===== config.mk =====
export PLATFORM = sky130hd
export DESIGN_NAME = mem_stage_sequencer
export DESIGN_NICKNAME = d
export VERILOG_FILES = /design/src/rtl/mem_stage_sequencer.sv
export SDC_FILE = /design/constraint.sdc
export NUM_CORES = 1
export LEC_CHECK = 0
export ABC_AREA = 1
export CORE_ASPECT_RATIO = 1.5
export CORE_MARGIN = 4
export CORE_UTILIZATION = 39
export DETAILED_ROUTE_END_ITERATION = 10
export PLACE_DENSITY = 0.94
export SYNTH_ARGS = -nofsm -noshare
export SYNTH_HDL_FRONTEND = slang
export SYNTH_SLANG_ARGS = --single-unit

===== constraint.sdc =====
create_clock -name clock -period 3.3 [get_ports clock]
set_clock_uncertainty 0.1 [all_clocks]
set_input_delay 0.66 -clock clock [delete_from_list [all_inputs] [get_ports clock]]
set_output_delay 0.66 -clock clock [all_outputs]
set_load 0.05 [all_outputs]

===== src/rtl/mem_stage_sequencer.sv =====
`default_nettype none
// ============================================================================
// Module      : mem_stage_sequencer
// Description : Runs up to NUM_STAGES client sub-blocks in fixed order through
//               an en/start/done handshake, muxes the shared memory port to the
//               active client and aborts a stage that exceeds its watchdog.
// Revision    : 1.0 - initial release
// ============================================================================
module mem_stage_sequencer #(
    parameter int NUM_STAGES  = 4,
    parameter int WORD_WIDTH  = 16,
    parameter int TIMEOUT     = 4096,
    localparam int c_STAGE_W  = (NUM_STAGES > 1) ? $clog2(NUM_STAGES) : 1
) (
    input  logic                             clock,
    input  logic                             rst,
    input  logic                             run,
    input  logic [NUM_STAGES-1:0]            stage_mask,
    output logic [NUM_STAGES-1:0]            client_en,
    output logic [NUM_STAGES-1:0]            client_start,
    input  logic [NUM_STAGES-1:0]            client_done,
    input  logic [NUM_STAGES*WORD_WIDTH-1:0] client_address,
    input  logic [NUM_STAGES-1:0]            client_wr_en,
    input  logic [NUM_STAGES*WORD_WIDTH-1:0] client_data_out,
    output logic [WORD_WIDTH-1:0]            mem_address,
    output logic                             mem_wr_en,
    output logic [WORD_WIDTH-1:0]            mem_data_out,
    output logic                             busy,
    output logic                             seq_done,
    output logic                             error,
    output logic [c_STAGE_W-1:0]             err_stage,
    output logic [c_STAGE_W-1:0]             cur_stage
);

    localparam int              c_WD_W    = (TIMEOUT > 1) ? $clog2(TIMEOUT) : 1;
    localparam logic [c_WD_W-1:0] c_WD_LAST = c_WD_W'(TIMEOUT - 1);

    typedef enum logic [2:0] {
        S_IDLE  = 3'd0,
        S_EN    = 3'd1,
        S_START = 3'd2,
        S_WAIT  = 3'd3,
        S_NEXT  = 3'd4
    } state_t;

    state_t                  r_state;
    logic [NUM_STAGES-1:0]   r_mask;
    logic [c_STAGE_W-1:0]    r_cur_stage;
    logic [c_STAGE_W-1:0]    r_err_stage;
    logic [c_WD_W-1:0]       r_watchdog;
    logic [NUM_STAGES-1:0]   r_client_en;
    logic [NUM_STAGES-1:0]   r_client_start;
    logic                    r_busy;
    logic                    r_seq_done;
    logic                    r_error;

    logic                    w_first_found;
    logic [c_STAGE_W-1:0]    w_first_idx;
    logic                    w_next_found;
    logic [c_STAGE_W-1:0]    w_next_idx;
    logic                    w_active;
    logic [WORD_WIDTH-1:0]   w_addr_arr [NUM_STAGES];
    logic [WORD_WIDTH-1:0]   w_data_arr [NUM_STAGES];

    genvar g;
    generate
        for (g = 0; g < NUM_STAGES; g++) begin : g_unpack
            assign w_addr_arr[g] = client_address[g*WORD_WIDTH +: WORD_WIDTH];
            assign w_data_arr[g] = client_data_out[g*WORD_WIDTH +: WORD_WIDTH];
        end
    endgenerate

    // Descending scan so the last hit is the lowest qualifying index.
    always_comb begin
        w_first_found = 1'b0;
        w_first_idx   = '0;
        w_next_found  = 1'b0;
        w_next_idx    = '0;
        for (int i = NUM_STAGES - 1; i >= 0; i--) begin
            if (stage_mask[i]) begin
                w_first_found = 1'b1;
                w_first_idx   = c_STAGE_W'(i);
            end
            if (r_mask[i] && (c_STAGE_W'(i) > r_cur_stage)) begin
                w_next_found = 1'b1;
                w_next_idx   = c_STAGE_W'(i);
            end
        end
    end

    always_ff @(posedge clock) begin
        if (rst) begin
            r_state        <= S_IDLE;
            r_mask         <= '0;
            r_cur_stage    <= '0;
            r_err_stage    <= '0;
            r_watchdog     <= '0;
            r_client_en    <= '0;
            r_client_start <= '0;
            r_busy         <= 1'b0;
            r_seq_done     <= 1'b0;
            r_error        <= 1'b0;
        end else begin
            r_client_en    <= '0;
            r_client_start <= '0;
            case (r_state)
                S_IDLE: begin
                    if (run) begin
                        r_mask  <= stage_mask;
                        r_error <= 1'b0;
                        if (w_first_found) begin
                            r_cur_stage <= w_first_idx;
                            r_client_en <= NUM_STAGES'(1) << w_first_idx;
                            r_busy      <= 1'b1;
                            r_seq_done  <= 1'b0;
                            r_state     <= S_EN;
                        end else begin
                            r_seq_done  <= 1'b1;
                        end
                    end
                end
                S_EN: begin
                    r_client_start <= NUM_STAGES'(1) << r_cur_stage;
                    r_state        <= S_START;
                end
                S_START: begin
                    r_watchdog <= '0;
                    r_state    <= S_WAIT;
                end
                S_WAIT: begin
                    // Done takes priority over an expiring watchdog.
                    if (client_done[r_cur_stage]) begin
                        r_state <= S_NEXT;
                    end else if (r_watchdog == c_WD_LAST) begin
                        r_error     <= 1'b1;
                        r_err_stage <= r_cur_stage;
                        r_seq_done  <= 1'b1;
                        r_busy      <= 1'b0;
                        r_state     <= S_IDLE;
                    end else begin
                        r_watchdog <= r_watchdog + 1'b1;
                    end
                end
                S_NEXT: begin
                    if (w_next_found) begin
                        r_cur_stage <= w_next_idx;
                        r_client_en <= NUM_STAGES'(1) << w_next_idx;
                        r_state     <= S_EN;
                    end else begin
                        r_seq_done <= 1'b1;
                        r_busy     <= 1'b0;
                        r_state    <= S_IDLE;
                    end
                end
                default: begin
                    r_busy  <= 1'b0;
                    r_state <= S_IDLE;
                end
            endcase
        end
    end

    // Only the active client ever reaches the memory port.
    assign w_active     = (r_state == S_EN) || (r_state == S_START) || (r_state == S_WAIT);
    assign mem_address  = w_active ? w_addr_arr[r_cur_stage] : '0;
    assign mem_data_out = w_active ? w_data_arr[r_cur_stage] : '0;
    assign mem_wr_en    = w_active & client_wr_en[r_cur_stage];

    assign client_en    = r_client_en;
    assign client_start = r_client_start;
    assign busy         = r_busy;
    assign seq_done     = r_seq_done;
    assign error        = r_error;
    assign err_stage    = r_err_stage;
    assign cur_stage    = r_cur_stage;

endmodule
`default_nettype wire


==> qor.yml, run 1 <==
worst_ep_arrival_time_ps: 2300
synth.cell_area_um2: 2740
crit_required_ps: 2540
global_route_wire_length_before_repair_mm: 20.9
placed_cells_incl_taps: 736
synth_top_area_cell: "sky130_fd_sc_hd__dfxtp_1"
path_clk_slew_ps: 70
cts_buffer_depth: 2
crit_family: "buffers and inverters"
pwr-share-seq: 0.177
muxShareOfSynthArea: 0
ys_seq_elements: 33
mappedNetlistNets: 628
n_antenna_cell: 0
switching_share: 0.471
detail_route.first_pass.iterations: 5
synth_simple_gate_area_share: 0.415
hold_ws_ps: 353
worst_setup_path_class: "reg -> out"
path_max_fanout: 33
clock_tree.root_cell: "sky130_fd_sc_hd__clkbuf_8"
routed_wl_mm: 13.0
globalRoute.totalOverflow: 0
ys_types: 31
yosys-top-cells-count: "sky130_fd_sc_hd__nand2_1 (121), sky130_fd_sc_hd__nor2_1 (113), sky130_fd_sc_hd__o21ai_0 (42), sky130_fd_sc_hd__a21oi_1 (38), sky130_fd_sc_hd__dfxtp_1 (33)"
setup.worst_path.end_class: "output pin"
hold_class: "reg -> reg"
die_area_um2: 8450
area_growth_syn_to_layout_pct: 86.5
drv_slew: 0
synth_top_family_by_area: "simple AND/OR/NAND/NOR gates"
power.leakage_nw: 2.00
finalSetupViolCount: 0
synth_edf_count: 0
complex_gate_fraction_of_the_synthesized_area: 0.245
clkSinkCount: 33
post_synth_fa_ha_maj_area_fraction: 0.00457
worstPathCellList: "buf_4 > inv_4 > nor2_2 > buf_4 > a22oi_1 > a21oi_1 > buf_12"
hpwlAfterDp_mm: 10.4
critPathCapture: "mem_address[6]"
area.sequential_um2: 661
cts_setup_buffers: 0
ys_dominant_reg_cell: "sky130_fd_sc_hd__dfxtp_1"
use_met1: 0.350
finalHoldViolations: 0
via_per_inst: 5.52
globalRoute.busiestLayer: "met2"
num_vias: 4104
cts_resized: 0
hold_buffers: 0
use_met2: 0.521
worst_r2r_endpoint: "r_watchdog[9]"
number_of_buffers_created_by_cts: 5
r2r_setup_slack_ps: 1050
power.ir.vdd_worst_uv: 370
cell_internal_pwr_mw: 1.37
crit_start: "cur_stage[1]"
achievable-frequency_ghz: 0.326
fillerInstances: 498
power.density_cell_area_nw_per_um2: 507
timing.hold.worst.start: "error"
critical_path.startpoint_type: "flip-flop"
instances_no_fill: 744
switching_power_mw: 1.22
yosysMostFrequentCell: "sky130_fd_sc_hd__nand2_1"
grt_util_met3: 0.0979
fp.dieH_um: 111
critical_path.slowest_cell: "sky130_fd_sc_hd__a21oi_1"
worstPathBufferInverterCount: 4
start_util: 0.400
layout_worst_path_cycle_share: 0.929
worst_skew_pair.late_latency_ps: 290
largest_net_degree_at_the_start_of_global_routing: 41
setup_total_negative_slack_ps: 0
first_iter_violations: 364
finalWeightedCongestion: 0.979
drc_errors: 0
slew_headroom: 0.577
htree_num_levels: 2
share_comb_of_total_power: 0.692
synthXorXnorAreaFrac: 0.00320
fraction_of_final_layout_cells_with_drive_strength_greater_than_1: 0.114
netlist_top_cells_area: "sky130_fd_sc_hd__dfxtp_1 (24%), sky130_fd_sc_hd__nand2_1 (17%), sky130_fd_sc_hd__nor2_1 (15%)"
run_status: "complete, no violations"
netlist_instances: 484
avgRoutedWirePerCell_um: 17.5
slowest_delay_ps: 460
setup_repair_after_global_routing_missed_its_margin: "false"
antenna_violating_nets_post_route: 0
row_count: 37
multiInputGateArea_um2: 1830
final_period_demand_of_the_worst_path_ps: 3060
grt_pass1_vias: 4001
maxCapViolCount: 0
synth-warning-count: 0
netlist.area_leader.share: 0.241
r2r_start: "cur_stage[0]"
ys_seq_area_frac: 0.241
worst_path_most_repeated_cell: "sky130_fd_sc_hd__buf_4"
clkPwrFrac: 0.131
synth_area_per_cell_um2: 5.66
worstRegToRegCells: 9
final_net_count: 809
design.portCount: 191
worst_hold_path.num_cells: 2
core-area_um2: 6850
synth_async_sr_flop_share: 0
cp_num_cells: 7
chipWidth_um: 76.4
pin_slew_with_the_least_headroom_to_its_limit_ps: 633
io_buffer_count: 190
grt_util_all_layers: 0.305
cts_tree: "yes"
antenna_found_initial: 0
-- cell usage in the layout, fill, tap and decap left out, drive strengths merged, types with 2 or more instances in the layout --
master / count
clkdlybuf4s50: 156
nand2: 126
nor2: 121
o21ai: 43
buf: 43
a21oi: 39
dfxtp: 33
inv: 29
nand3: 20
a31oi: 17
a22oi: 17
clkbuf: 7
nand4: 4
clkinv: 3
nor3: 2
nor3b: 2
-- worst min-delay path by stage --
stage	endpoint	slack, ps
after floorplan	r_mask[1]	350
after global placement	error	340
after detailed placement	error	340
after CTS	error	350
after global routing	r_mask[2]	410
final	error	350
-- layout make-up --
class / instances / share of cell area
clock buffer: 7 / 0.0189
clock inverter: 1 / 0.000980
inverter: 31 / 0.0233
multi-input combinational: 395 / 0.358
sequential: 33 / 0.129
tap: 78 / 0.0191
timing repair buffer: 199 / 0.450
-- sequential cells by signal, indices dropped and copies added, names as in the netlist --
register      cells
error             1
client_start      4
busy              1
r_mask            3
client_en         4
err_stage         2
r_state           3
cur_stage         2
r_watchdog       12
seq_done          1
-- power by group through the flow --
| stage | combinational [mW] | clock (mW) | sequential [mW] |
|---|---|---|---|
| floorplan | 0.882 | 0 | 0.525 |
| global placement | 1.75 | 0 | 0.464 |
| detailed placement | 1.77 | 0 | 0.466 |
| CTS | 1.79 | 0.341 | 0.458 |
| global route | 1.89 | 0.355 | 0.464 |
| finish | 1.79 | 0.338 | 0.459 |
-- metrics by stage --
step,util,setup slack [ps],power [mW],instance area [um^2]
floorplan,-,353,1.41,2740
global placement,0.730,552,2.22,5000
detailed placement,0.730,513,2.24,5000
CTS,0.745,253,2.58,5100
global route,0.745,121,2.71,5100
finish,0.745,235,2.59,5100
-- worst reg2reg max path, delay by kind of cell (launching register included) --
kind            cells  cell delay, ps
compound gates      1             230
simple gates        6             780
flops               1             330
buf+inv             2             720
-- cell families after synthesis --
kind of cell             count (synthesis)
adder cells (fa/ha/maj)                  1
AND/OR/NAND/NOR                        275
XOR/XNOR                                 1
AO/OA/AOI/OAI                          118
flip-flops                              33
buffers and inverters                   56
-- metal layers --
metal  wire [um]  vias to the layer above
met2        6230                      254
met4         514                        0
li1            -                     1955
met3        1510                       45
met1        4790                     1850
met5           0                        -
(Power assumes the default switching activity.)
==> inputs of run 2 (changes only) <==
CORE_MARGIN = 3   (was 4)
==> run 2 against run 1 <==
Against the previous run: sequential power grew 0.9%; worst setup slack gained 120 ps; final area shrank 0.34%; clock-buffer cell count is the same; core utilization grew 1.8 points; non-clock buffer count shrank 2; maximum frequency grew 4.0%; critical path type unchanged; critical endpoint is now mem_address[0].
==> qor.yml, run 2 (synthesized netlist as in run 1, its figures left out) <==
cts_tree: "yes"
area.sequential_um2: 661
hold_buffers: 0
antenna_found_initial: 0
instances_no_fill: 740
hold_class: "reg -> reg"
share_comb_of_total_power: 0.691
die_area_um2: 8080
clkPwrFrac: 0.131
setup_slack_ps: 354
pwr-share-seq: 0.178
routed_wl_mm: 13.3
preCtsSetupSlack_ps: 572
drc_errors: 0
cts_setup_buffers: 0
placed_cells_incl_taps: 732
fillerInstances: 464
worst_ep_arrival_time_ps: 2190
fp.dieH_um: 109
crit_required_ps: 2540
worst_setup_path_class: "reg -> out"
finalHoldViolations: 0
io_buffer_count: 190
globalRoute.totalOverflow: 0
number_of_buffers_created_by_cts: 5
clock_tree.root_cell: "sky130_fd_sc_hd__clkbuf_8"
grt_util_met3: 0.122
reg_with_most_ffs: "r_watchdog"
row_count: 36
first_iter_violations: 282
drv_slew: 0
most_common_cell_after_layout_fill_and_taps_aside: "sky130_fd_sc_hd__clkdlybuf4s50_1"
chipWidth_um: 74.4
critical_path.startpoint_type: "flip-flop"
final_net_count: 807
power.leakage_nw: 1.99
core-area_um2: 6670
cell_internal_pwr_mw: 1.37
n_antenna_cell: 0
final_period_demand_of_the_worst_path_ps: 2950
design.portCount: 191
use_met1: 0.339
maxCapViolCount: 0
global_route_wire_length_before_repair_mm: 19.9
largest_register_ffs: 12
setup_repair_after_global_routing_missed_its_margin: "false"
switching_share: 0.474
htree_num_levels: 2
num_vias: 4076
worst_hold_path.num_cells: 2
cts_buffer_depth: 2
finalSetupViolCount: 0
detail_route.first_pass.iterations: 5
most-common-layout-cells: "sky130_fd_sc_hd__clkdlybuf4s50_1 (156), sky130_fd_sc_hd__nand2_1 (121), sky130_fd_sc_hd__nor2_1 (113)"
grt_util_all_layers: 0.320
globalRoute.busiestLayer: "met2"
path_clk_slew_ps: 70
grt_pass1_vias: 3940
multiInputGateArea_um2: 1830
pin_slew_with_the_least_headroom_to_its_limit_ps: 635
achievable-frequency_ghz: 0.339
fraction_of_final_layout_cells_with_drive_strength_greater_than_1: 0.111
path_max_fanout: 35
antenna_violating_nets_post_route: 0
setup_total_negative_slack_ps: 0
power.density_cell_area_nw_per_um2: 511
clkSinkCount: 33
run_status: "complete, no violations"
use_met2: 0.548
worstRegToRegCells: 9
finalWeightedCongestion: 0.970
via_per_inst: 5.51
worst_skew_pair.late_latency_ps: 290
avgRoutedWirePerCell_um: 17.9
setup.worst_path.end_class: "output pin"
slew_headroom: 0.576
cts_resized: 0
area_growth_syn_to_layout_pct: 85.8
layout_worst_path_cycle_share: 0.893
largest_net_degree_at_the_start_of_global_routing: 41
start_util: 0.411
power.ir.vdd_worst_uv: 417
hpwlAfterDp_mm: 10.2
switching_power_mw: 1.23
==> run 2: final timing paths <==
check	from	end	slack, ps
worst max-delay path	cur_stage[0]	mem_address[0]	350
worst max register to register	cur_stage[0]	r_watchdog[1]	1080
worst min register to register	error	error	350
worst min-delay path	error	error	350
==> run 2: power by group through the flow <==
stage,clock network (mW),logic (mW),registers [mW]
finish,0.340,1.80,0.463
CTS,0.342,1.79,0.461
detailed placement,0,1.78,0.470
floorplan,0,0.882,0.525
global route,0.355,1.89,0.467
global placement,0,1.75,0.469
==> run 2: final cells by class <==
type                            instances  area share
Clock buffer                            7      0.0189
Clock inverter                          1    0.000984
Inverter                               31      0.0234
Multi-Input combinational cell        395       0.360
Sequential cell                        33       0.130
Tap cell                               76      0.0187
Timing Repair Buffer                  197       0.449
==> run 2: routing by layer <==
layer	vias to the layer above	part of all wire
met2	270	0.48
met5	-	0
met1	1802	0.33
li1	1949	-
met4	0	0.051
met3	55	0.14
==> run 2: stage by stage <==
stage	utilization	total power [mW]	hold slack [ps]	cell area, um^2
final	0.763	2.60	351	5090
after CTS	0.763	2.59	354	5090
after floorplan	-	1.41	347	2740
after global routing	0.763	2.72	379	5090
after global placement	0.748	2.22	337	4990
after detailed placement	0.748	2.25	346	4990
==> run 2: critical path, cell delays in order, from the launching register on <==
cell and delay (ps):
sky130_fd_sc_hd__dfxtp_1 500, sky130_fd_sc_hd__buf_4 440, sky130_fd_sc_hd__nor2_1 100, sky130_fd_sc_hd__nor2_1 100, sky130_fd_sc_hd__o21ai_0 120, sky130_fd_sc_hd__a21oi_1 440, sky130_fd_sc_hd__buf_12 200
